===== src/rtl/approx_add_arbiter.sv =====
// Round-robin arbiter sharing one lower-part-OR approximate adder between NREQ requesters.
// One grant per cycle; the sum is returned through a registered response slot tagged with ID and level.
module approx_add_arbiter #(
   parameter int W     = 8,
   parameter int NREQ  = 4,
   parameter int LVL_W = 4
) (
   input  logic                    clk,
   input  logic                    rst_n,
   input  logic [NREQ-1:0]         req_valid,
   output logic [NREQ-1:0]         req_ready,
   input  logic [NREQ*W-1:0]       req_a,
   input  logic [NREQ*W-1:0]       req_b,
   input  logic [NREQ*LVL_W-1:0]   req_lvl,
   output logic                    resp_valid,
   input  logic                    resp_ready,
   output logic [W:0]              resp_y,
   output logic [$clog2(NREQ)-1:0] resp_id,
   output logic [LVL_W-1:0]        resp_lvl
);

   localparam int IDW = $clog2(NREQ);

   function automatic logic [LVL_W-1:0] clamp_lvl(input logic [LVL_W-1:0] lvl);
      if (int'(lvl) > W) return LVL_W'(W);
      return lvl;
   endfunction

   // Bits below p are OR'd; the top approximated bit pair seeds the exact upper carry chain.
   function automatic logic [W:0] approx_add(input logic [W-1:0] a, input logic [W-1:0] b,
                                             input logic [LVL_W-1:0] p);
      logic [W:0] y;
      logic       c;
      y = '0;
      c = 1'b0;
      for (int i = 0; i < W; i++) begin
         if (i < int'(p)) begin
            y[i] = a[i] | b[i];
            if (i == int'(p) - 1) c = a[i] & b[i];
         end else begin
            y[i] = a[i] ^ b[i] ^ c;
            c    = (a[i] & b[i]) | ((a[i] | b[i]) & c);
         end
      end
      y[W] = c;
      return y;
   endfunction

   logic [IDW-1:0]   r_ptr;
   logic             r_valid;
   logic [W:0]       r_y;
   logic [IDW-1:0]   r_id;
   logic [LVL_W-1:0] r_lvl;

   logic             w_slot_free;
   logic             w_found;
   logic             w_accept;
   logic [IDW-1:0]   w_gnt;
   logic [IDW-1:0]   w_ptr_nxt;
   logic [W-1:0]     w_a;
   logic [W-1:0]     w_b;
   logic [LVL_W-1:0] w_lvl_eff;
   logic [W:0]       w_sum;

   always_comb begin
      int j;
      j       = 0;
      w_found = 1'b0;
      w_gnt   = '0;
      for (int k = 0; k < NREQ; k++) begin
         j = int'(r_ptr) + k;
         if (j >= NREQ) j = j - NREQ;
         if (!w_found && req_valid[IDW'(j)]) begin
            w_found = 1'b1;
            w_gnt   = IDW'(j);
         end
      end
   end

   assign w_slot_free = !r_valid || resp_ready;
   assign w_accept    = rst_n && w_slot_free && w_found;
   assign req_ready   = w_accept ? (NREQ'(1) << w_gnt) : '0;
   assign w_ptr_nxt   = (int'(w_gnt) == NREQ - 1) ? '0 : w_gnt + 1'b1;

   assign w_a       = req_a[w_gnt*W +: W];
   assign w_b       = req_b[w_gnt*W +: W];
   assign w_lvl_eff = clamp_lvl(req_lvl[w_gnt*LVL_W +: LVL_W]);
   assign w_sum     = approx_add(w_a, w_b, w_lvl_eff);

   // Response slot: an accept overwrites, a drain without accept empties it
   always_ff @(posedge clk) begin
      if (!rst_n) begin
         r_valid <= 1'b0;
         r_y     <= '0;
         r_id    <= '0;
         r_lvl   <= '0;
         r_ptr   <= '0;
      end else if (w_accept) begin
         r_valid <= 1'b1;
         r_y     <= w_sum;
         r_id    <= w_gnt;
         r_lvl   <= w_lvl_eff;
         r_ptr   <= w_ptr_nxt;
      end else if (resp_ready) begin
         r_valid <= 1'b0;
      end
   end

   assign resp_valid = r_valid;
   assign resp_y     = r_y;
   assign resp_id    = r_id;
   assign resp_lvl   = r_lvl;

endmodule


===== config.mk =====
export PLATFORM = sky130hd
export DESIGN_NAME = approx_add_arbiter
export DESIGN_NICKNAME = d
export VERILOG_FILES = /design/src/rtl/approx_add_arbiter.sv
export SDC_FILE = /design/constraint.sdc
export NUM_CORES = 1
export LEC_CHECK = 0
export ABC_AREA = 1
export BUFFER_PORTS_ARGS = -buffer_cell sky130_fd_sc_hd__buf_2
export CAP_MARGIN = 15
export CELL_PAD_IN_SITES_DETAIL_PLACEMENT = 2
export CELL_PAD_IN_SITES_GLOBAL_PLACEMENT = 2
export CORE_ASPECT_RATIO = 1.75
export CORE_MARGIN = 4
export CORE_UTILIZATION = 24
export DETAILED_ROUTE_END_ITERATION = 10
export PLACE_DENSITY = 0.91
export SLEW_MARGIN = 20
export SYNTH_ARGS = -nofsm -noshare
export SYNTH_HDL_FRONTEND = slang
export SYNTH_SLANG_ARGS = --single-unit

===== constraint.sdc =====
create_clock -name clk -period 7.1 [get_ports clk]
set_input_delay 0.355 -clock clk [delete_from_list [all_inputs] [get_ports clk]]
set_output_delay 0.355 -clock clk [all_outputs]
set_load 0.05 [all_outputs]

==> flow_summary.json, run 1 <==
{
  "drtPass1Iterations": 4,
  "cts.clk_slew.worst_paths_ps": 50,
  "nNetsFinal": 646,
  "rows": 50,
  "die_w_um": 87.6,
  "hold_buffers": 0,
  "regToRegSetupSlack_ps": 620,
  "antenna_found_initial": 0,
  "syn_inst": 439,
  "reg2reg_from": "r_ptr[0]",
  "synthXorXnorAreaFrac_pct": 0,
  "fin_crit_ps": 6480,
  "post-place-ws_ps": 685,
  "via_per_inst": 4.77,
  "finalSetupViolCount": 0,
  "fin_util_pct": 31.0,
  "hold_violations": 0,
  "port_buffers": 106,
  "grt_pass1_vias": 3638,
  "syn_nets": 553,
  "grt_max_degree": 45,
  "wl_per_cell_um": 15.9,
  "crit_type": "reg2reg",
  "finalClockSkew_ps": 2.08,
  "grt.overflow.total": 0,
  "hpwl_mm": 9.01,
  "clockBufferDepth": 2,
  "cp_top_family": "adder cells",
  "critPathBufInv": 4,
  "final_cell_mix": "nand2_1 (168), buf_2 (106), inv_1 (69), nand3_1 (29), ha_1 (20)",
  "grt_pass1_wl_mm": 17.0,
  "r2r-end": "resp_y[7]",
  "cts.htree.levels": 1,
  "ant_nets": 0,
  "die_area_um2": 12900,
  "diodes": 0,
  "maxSlewViolCount": 0,
  "fin_ws_ps": 624,
  "clkLatencyLatePin_ps": 250,
  "io_pins": 107,
  "grtUsageTotal_pct": 16.2,
  "synth_compound_area_share_pct": 10.8,
  "required_ps": 7290,
  "fmax_mhz": 154,
  "synth_fa_ha_area_share_pct": 14.7,
  "start_util_pct": 24.7,
  "syn-mean-instance-area_um2": 6.06,
  "synth.distinct_cells": 32,
  "root_buffer": "clkbuf_16",
  "coreArea_um2": 10800,
  "cp_slowest_stage_delay_ps": 570,
  "totalNegativeSetupSlack_ps": 0,
  "synth_warnings": 0,
  "hp-class": "reg2reg",
  "rsz0062_at_grt": "false",
  "postSynthRegisterBits": 18,
  "tightest_slew_ps": 762,
  "relSlewSlack_pct": 49.1,
  "post-cts-setup-buffers": 0,
  "drive_gt1_share_pct": 27.9,
  "crit_path_top_delay_cell": "dfxtp_1",
  "final_common_cell": "nand2_1",
  "synth.mux.area_fraction_pct": 0,
  "clock-sinks": 18,
  "drt_iter0_drc": 105,
  "fin_crit_sh_pct": 91.2,
  "drc": 0,
  "yosysSeqAreaShare_pct": 13.6,
  "die_h_um": 147,
  "crit_path_start": "r_ptr[0]",
  "routed_wl_mm": 10.5,
  "arrival_ps": 6670,
  "gp_congestion": 0.811,
  "numCtsBuffers": 3,
  "critical_path_depth": 31,
  "status": "finished clean",
  "via_count": 3150,
  "reg2regPathDepth": 31,
  "yosys.area_share.simple_pct": 45.3,
  "cp-end-kind": "register",
  "synth_top_family_by_area": "simple AND/OR/NAND/NOR gates",
  "hold_slack_ps": 468,
  "path_max_fanout": 44,
  "netlist_area_um2": 2660,
  "critPathCapture": "resp_y[7]",
  "drv_cap": 0,
  "synthToLayoutAreaGrowth_pct": 25.6,
  "tritoncts": "built",
  "worstSetupStartpointType": "register",
  "cts_resized": 0
}
## metrics by stage
| step | std cells | instance area, um^2 |
|---|---|---|
| after floorplan | 439 | 2660 |
| after global placement | 657 | 3250 |
| after detailed placement | 657 | 3250 |
| after CTS | 661 | 3340 |
| after global routing | 661 | 3340 |
| final | 661 | 3340 |
## synth_stat cells
cell type	number	area, um^2
o21ai_0	11	55.1
buf_4	3	22.5
ha_1	20	250
fa_1	7	140
inv_2	7	26.3
a32o_1	1	10.0
buf_2	12	60.1
nor2_2	2	12.5
nor2_1	11	41.3
a21oi_1	9	45.0
clkbuf_1	3	11.3
nand3_4	1	17.5
o211ai_1	1	7.51
buf_6	2	22.5
nor3_1	1	5.00
inv_1	69	259
nor2_8	1	20.0
nand2_4	8	90.1
nand3_2	8	80.1
a211oi_1	1	7.51
clkinv_2	1	5.00
a32oi_1	16	140
nand3b_1	2	15.0
dfxtp_1	18	360
nand4_1	15	93.8
nor2_4	2	22.5
a22oi_1	1	7.51
o21ai_1	3	15.0
nand3_1	29	145
nand2_2	5	31.3
nand2_1	168	631
inv_6	1	8.76
## final cells by class
cell class / count / area, um^2
timing repair buffer: 108 / 546
multi-input combinational: 323 / 1880
clock buffer: 4 / 88.8
sequential: 18 / 360
inverter: 78 / 299
tap: 130 / 163
fill: 1386 / 7420
## worst register-to-register path: cells and delay by family, from the launching register on
family	cells	cell delay, ps
and+or+nand+nor	15	1960
buffers and inverters	4	800
AOI/OAI and AO/OA	6	990
adders and majority gates	6	2090
DFF	1	570
## worst min path at each step
stage               from   endpoint  slack, ps  depth (start not counted)
3_3_place_gp   resp_y[0]  resp_y[0]        450                          2
4_1_cts        resp_y[2]  resp_y[2]        470                          2
5_1_grt        resp_y[2]  resp_y[2]        480                          2
2_1_floorplan   r_ptr[1]   r_ptr[1]        540                          2
6_report       resp_y[2]  resp_y[2]        470                          2
3_5_place_dp   resp_y[2]  resp_y[2]        460                          2
## state kept, by name (all words and copies together) (netlist names)
name and flops:
resp_id 2, resp_valid 1, resp_y 9, resp_lvl 4, r_ptr 2
## kinds of logic after synthesis
family | after synthesis
AND/OR/NAND/NOR | 253
buffers and inverters | 98
AO/OA/AOI/OAI | 43
adder cells (fa/ha/maj) | 27
flip-flops | 18
## per-layer routing
layer / GRT usage, % / part of all wire [%]
met1: 15.7 / 35
met5: 0 / 0
met2: 33.8 / 60
met3: 0.954 / 2.7
met4: 5.53 / 2.5
Power of run 1 is not shown: default switching activity piles up to over one toggle a cycle in this logic, so the estimate is an artifact.
==> run 2: changes to the inputs <==
--- a/config.mk
+++ b/config.mk
@@ -5,14 +5,13 @@
 export SDC_FILE = /design/constraint.sdc
 export NUM_CORES = 1
 export LEC_CHECK = 0
-export ABC_AREA = 1
 export BUFFER_PORTS_ARGS = -buffer_cell sky130_fd_sc_hd__buf_2
 export CAP_MARGIN = 15
 export CELL_PAD_IN_SITES_DETAIL_PLACEMENT = 2
 export CELL_PAD_IN_SITES_GLOBAL_PLACEMENT = 2
 export CORE_ASPECT_RATIO = 1.75
-export CORE_MARGIN = 4
-export CORE_UTILIZATION = 24
+export CORE_MARGIN = 8
+export CORE_UTILIZATION = 25
 export DETAILED_ROUTE_END_ITERATION = 10
 export PLACE_DENSITY = 0.91
 export SLEW_MARGIN = 20
==> run 2 against run 1 <==
Clock-buffer cell count is the same. Critical path depth is 1 lower. Sequential share of layout area is 1.1 points higher. Core utilization up 2.6 points. Final area is 9.0% lower. Area after synthesis is 13% lower. Via count shrank 19%. Critical endpoint unchanged. Clock skew is essentially flat. Hold slack got worse by 19 ps. Global-route usage decreased by 1.8 points.
==> flow_summary.json, run 2 <==
{
  "internal_power_uw": 410,
  "drt_iter0_drc": 91,
  "rsz0062_at_grt": "false",
  "drc": 0,
  "grt_pass1_vias": 2961,
  "cp_slowest_stage_delay_ps": 570,
  "critPathBufInv": 3,
  "grt.overflow.total": 0,
  "status": "finished clean",
  "clkLatencyLatePin_ps": 250,
  "routed_wl_mm": 9.09,
  "numCtsBuffers": 3,
  "max-vdd-ir-drop_v": 0.0000936,
  "switching_share_pct": 50.8,
  "die_w_um": 88.7,
  "hpwl_mm": 7.66,
  "worstSetupStartpointType": "input pin",
  "leakage_uw": 0.00166,
  "arrival_ps": 6720,
  "post-cts-setup-buffers": 0,
  "synth_top_cell_area_share_pct": 15.6,
  "finalSetupViolCount": 0,
  "coreArea_um2": 9040,
  "final_cell_mix": "buf_2 (106), nand2_1 (64), mux2i_1 (33), nand3_1 (24), inv_1 (22)",
  "netlist_top_cells_count": "nand2_1 (64), mux2i_1 (33), nand3_1 (24)",
  "wl_per_cell_um": 17.5,
  "p_switching_uw": 423,
  "drtPass1Iterations": 4,
  "yosysTopAreaCell": "dfxtp_1",
  "rows": 46,
  "fmax_mhz": 153,
  "synth_flop_cell": "dfxtp_1",
  "cellPowerDensity_nw_per_um2": 274,
  "clock-sinks": 18,
  "via_count": 2550,
  "clockBufferDepth": 2,
  "syn_nets": 415,
  "synth-async-reset-ratio_pct": 0,
  "drive_gt1_share_pct": 33.3,
  "via_per_inst": 4.91,
  "synth_area_leaders": "dfxtp_1 (16%), mux2i_1 (14%), ha_1 (11%), nand2_1 (10%), fa_1 (6.1%)",
  "io_pins": 107,
  "total_power_uw": 833,
  "drv_cap": 0,
  "synthToLayoutAreaGrowth_pct": 31.4,
  "synth.distinct_cells": 46,
  "largest_reg_flops": 9,
  "yosysSeqAreaShare_pct": 15.6,
  "nNetsFinal": 514,
  "crit_type": "in2reg",
  "grt_max_degree": 28,
  "final_common_cell": "buf_2",
  "clkPwrFrac_pct": 15.2,
  "cts.htree.levels": 1,
  "tightest_slew_ps": 726,
  "port_buffers": 106,
  "hold_buffers": 0,
  "antenna_found_initial": 0,
  "seqCellArea_um2": 360,
  "cp_top_family": "adder cells",
  "start_util_pct": 25.6,
  "path_max_fanout": 15,
  "post-place-ws_ps": 261,
  "maxSlewViolCount": 0,
  "cp-end-kind": "register",
  "die_area_um2": 12700,
  "finalClockSkew_ps": 2.08,
  "multi_input_area_um2": 1770,
  "die_h_um": 143,
  "seqPwrFrac_pct": 17.0,
  "cts_resized": 0,
  "gp_congestion": 0.839,
  "root_buffer": "clkbuf_16",
  "fillerInstances": 1129,
  "fin_ws_ps": 552,
  "netlist_area_um2": 2310,
  "cts.clk_slew.worst_paths_ps": 50,
  "required_ps": 7270,
  "p_comb_share_pct": 67.8,
  "ant_nets": 0,
  "grtUsageTotal_pct": 14.4,
  "synth_warnings": 0,
  "syn-mean-instance-area_um2": 7.68,
  "synth.most_common_cell": "nand2_1",
  "postSynthRegisterBits": 18,
  "hp-class": "in2reg",
  "hold_violations": 0,
  "fin_crit_ps": 6550,
  "crit_path_top_delay_cell": "nor2_1",
  "relSlewSlack_pct": 51.4,
  "totalNegativeSetupSlack_ps": 0,
  "grt_pass1_wl_mm": 14.3,
  "cp_common_cell": "fa_1",
  "syn_inst": 301,
  "fin_crit_sh_pct": 92.2,
  "tritoncts": "built",
  "diodes": 0,
  "synth_enable_flop_cells": 0
}
## run 2: changes by cell type in the layout (fill, tap and decap cells not counted), moves of 6 or more
cell	before	now
a32oi_1	16	2
inv_1	69	22
inv_2	7	0
mux2i_1	0	33
nand2_1	168	64
nand2_4	8	0
nand3_2	8	2
nand4_1	15	1
## run 2: metal layers
metal	part of all wire [%]	track usage (%)	vias up
met5	0	0	-
met4	2.0	4.39	0
met3	4.3	1.61	13
met2	61	30.9	68
met1	33	12.6	1238
li1	-	-	1231
## run 2: kinds of logic after synthesis
kind of cell	share of synthesized area (%)
AO/OA/AOI/OAI	15.8
adder cells (fa/ha/maj)	16.9
buffers and inverters	7.74
flip-flops	15.6
multiplexers	16.2
AND/OR/NAND/NOR	27.8
## run 2: power by group through the flow
stage,sequential [uW],clock (uW),combinational [uW]
6_report,141,127,565
5_1_grt,144,134,628
4_1_cts,141,129,578
3_5_place_dp,143,0,573
3_3_place_gp,141,0,545
2_1_floorplan,211,0,342
## run 2: worst paths after layout
check / depth (start not counted) / start / end / slack, ps
max: 30 / req_valid[1] / resp_y[7] / 550
max reg2reg: 28 / r_ptr[1] / resp_y[7] / 620
min: 3 / req_valid[2] / resp_valid / 450
min reg2reg: 2 / resp_lvl[0] / resp_lvl[0] / 480
## run 2: area by class of cell
cell class,instances,share of cell area (%)
Timing Repair Buffer,113,19.2
Sequential cell,18,11.9
Tap cell,120,4.94
Clock buffer,4,2.92
Multi-Input combinational cell,242,58.4
Inverter,22,2.72
## run 2: tightest hold or removal path: cells and delay by family
family,cells,cell delay (ps)
simple gates,1,60
compound gates,1,140
buf+inv,1,100
## run 2: metrics by stage
stage / cell area, um^2 / hold WS [ps] / std cells / util, %
2_1_floorplan: 2310 / 482 / 301 / -
3_3_place_gp: 2950 / 445 / 515 / 32.7
3_5_place_dp: 2950 / 465 / 515 / 32.7
4_1_cts: 3040 / 447 / 519 / 33.6
5_1_grt: 3040 / 467 / 519 / 33.6
6_report: 3040 / 449 / 519 / 33.6
Note: power is estimated with default switching activity, not from simulation.
==> run 3: changes to the inputs <==
--- a/config.mk
+++ b/config.mk
@@ -5,13 +5,14 @@
 export SDC_FILE = /design/constraint.sdc
 export NUM_CORES = 1
 export LEC_CHECK = 0
+export ABC_AREA = 1
 export BUFFER_PORTS_ARGS = -buffer_cell sky130_fd_sc_hd__buf_2
 export CAP_MARGIN = 15
 export CELL_PAD_IN_SITES_DETAIL_PLACEMENT = 2
 export CELL_PAD_IN_SITES_GLOBAL_PLACEMENT = 2
 export CORE_ASPECT_RATIO = 1.75
 export CORE_MARGIN = 8
-export CORE_UTILIZATION = 25
+export CORE_UTILIZATION = 24
 export DETAILED_ROUTE_END_ITERATION = 10
 export PLACE_DENSITY = 0.91
 export SLEW_MARGIN = 20
==> run 3 against run 2 <==
Sequential cell count unchanged. Clock-buffer cell count down 1. Via count grew 25%. Register-to-register slack better by 100 ps. Die area up 17%. Routed wire length is 25% higher. Hold slack improved by 21 ps. Worst setup slack improved by 170 ps. Global-route usage increased by 1.1 points. Critical path depth increased by 2. Critical path type is now reg2reg.
==> flow_summary.json, run 3 (synthesis gave the netlist of run 1 again) <==
{
  "status": "finished clean",
  "fin_crit_sh_pct": 89.9,
  "start_util_pct": 24.2,
  "ant_nets": 0,
  "maxSlewViolCount": 0,
  "grt_max_degree": 36,
  "critical_path_depth": 32,
  "rsz0062_at_grt": "false",
  "synthToLayoutAreaGrowth_pct": 25.9,
  "path_max_fanout": 35,
  "routed_wl_mm": 11.3,
  "root_buffer": "clkbuf_16",
  "required_ps": 7300,
  "drc": 0,
  "post-cts-setup-buffers": 0,
  "hpwl_mm": 9.88,
  "arrival_ps": 6580,
  "io_pins": 107,
  "critPathBufInv": 4,
  "die_h_um": 155,
  "via_per_inst": 4.79,
  "finalSetupViolCount": 0,
  "via_count": 3182,
  "clock-sinks": 18,
  "cp_slowest_stage_delay_ps": 560,
  "clockBufferDepth": 2,
  "die_area_um2": 14800,
  "whs_path_depth": 2,
  "relSlewSlack_pct": 60.5,
  "wl_per_cell_um": 17.1,
  "drtPass1Iterations": 4,
  "hold_violations": 0,
  "largest_reg_flops": 9,
  "drv_cap": 0,
  "cp-end-kind": "register",
  "gp_congestion": 0.852,
  "fin_crit_ps": 6380,
  "hold_buffers": 0,
  "cp_common_cell": "nand2_1",
  "nNetsFinal": 648,
  "crit_path_top_delay_cell": "dfxtp_1",
  "fmax_mhz": 157,
  "die_w_um": 95.6,
  "clkLatencyLatePin_ps": 250,
  "fillerInstances": 1391,
  "grt.overflow.total": 0,
  "grtUsageTotal_pct": 15.6,
  "grt_pass1_vias": 3779,
  "rows": 51,
  "hp-class": "reg2reg",
  "numCtsBuffers": 3,
  "grt_pass1_wl_mm": 18.7,
  "tightest_slew_ps": 592,
  "port_buffers": 106,
  "coreArea_um2": 11000,
  "drt_iter0_drc": 102,
  "cts_resized": 0,
  "antenna_found_initial": 0,
  "diodes": 0,
  "finalClockSkew_ps": 2.83,
  "final_cell_mix": "nand2_1 (168), buf_2 (106), inv_1 (69), nand3_1 (28), ha_1 (20)",
  "crit_type": "reg2reg",
  "cp_top_family": "adder cells",
  "worstSetupStartpointType": "register",
  "cts.clk_slew.worst_paths_ps": 50,
  "totalNegativeSetupSlack_ps": 0,
  "drive_gt1_share_pct": 28.2,
  "reg2regPathDepth": 32,
  "final_common_cell": "nand2_1",
  "cts.htree.levels": 1,
  "tritoncts": "built"
}
## run 3: cell count changes in the layout (fill, tap and decap cells not counted), moves of 5 or more
cell | before | now
mux2i_1 | 33 | 0
nand2_4 | 0 | 8
a32oi_1 | 2 | 16
nor3b_1 | 5 | 0
nand2_1 | 64 | 168
nand4_1 | 1 | 15
inv_2 | 0 | 7
inv_1 | 22 | 69
nand3_2 | 2 | 9
## run 3: worst register-to-register path: cells and delay by family (launching register included)
kind                       cells  cell delay [ps]
DFF                            1              560
AOI/OAI and AO/OA              7             1050
and+or+nand+nor               13             1510
buffers and inverters          4              550
adders and majority gates      8             2660
## run 3: area by class of cell
cell class | instances | area [um^2] | share of cell area, %
clock buffer | 3 | 75.1 | 2.24
inverter | 78 | 299 | 8.93
multi-input combinational | 323 | 1890 | 56.4
sequential | 18 | 360 | 10.8
tap | 132 | 165 | 4.93
timing repair buffer | 110 | 561 | 16.7
## run 3: final timing paths
| kind | from | end | slack [ps] |
|---|---|---|---|
| hold reg to reg | resp_y[6] | resp_y[6] | 470 |
| setup / recovery | r_ptr[0] | resp_y[7] | 720 |
| setup reg to reg | r_ptr[0] | resp_y[7] | 720 |
| hold / removal | resp_y[6] | resp_y[6] | 470 |
## run 3: metrics by stage
stage	area (um^2)	setup WS (ps)	utilization, %	std cells	hold slack (ps)
final	3350	720	30.5	664	469
after global routing	3350	162	30.5	664	512
after CTS	3340	472	30.5	664	472
after detailed placement	3270	521	29.8	661	469
after global placement	3270	1060	29.8	661	454
after floorplan	2660	1930	-	439	538
## run 3: metal layers
metal / GRT usage, % / wire [um] / part of all wire, % / vias to the layer above
li1: - / - / - / 1564
met1: 15.6 / 4100 / 36 / 1520
met2: 31.4 / 6690 / 59 / 79
met3: 1.40 / 287 / 2.5 / 19
met4: 4.64 / 258 / 2.3 / 0
met5: 0 / 0 / 0 / -
Power of run 3 is left out for the same reason.
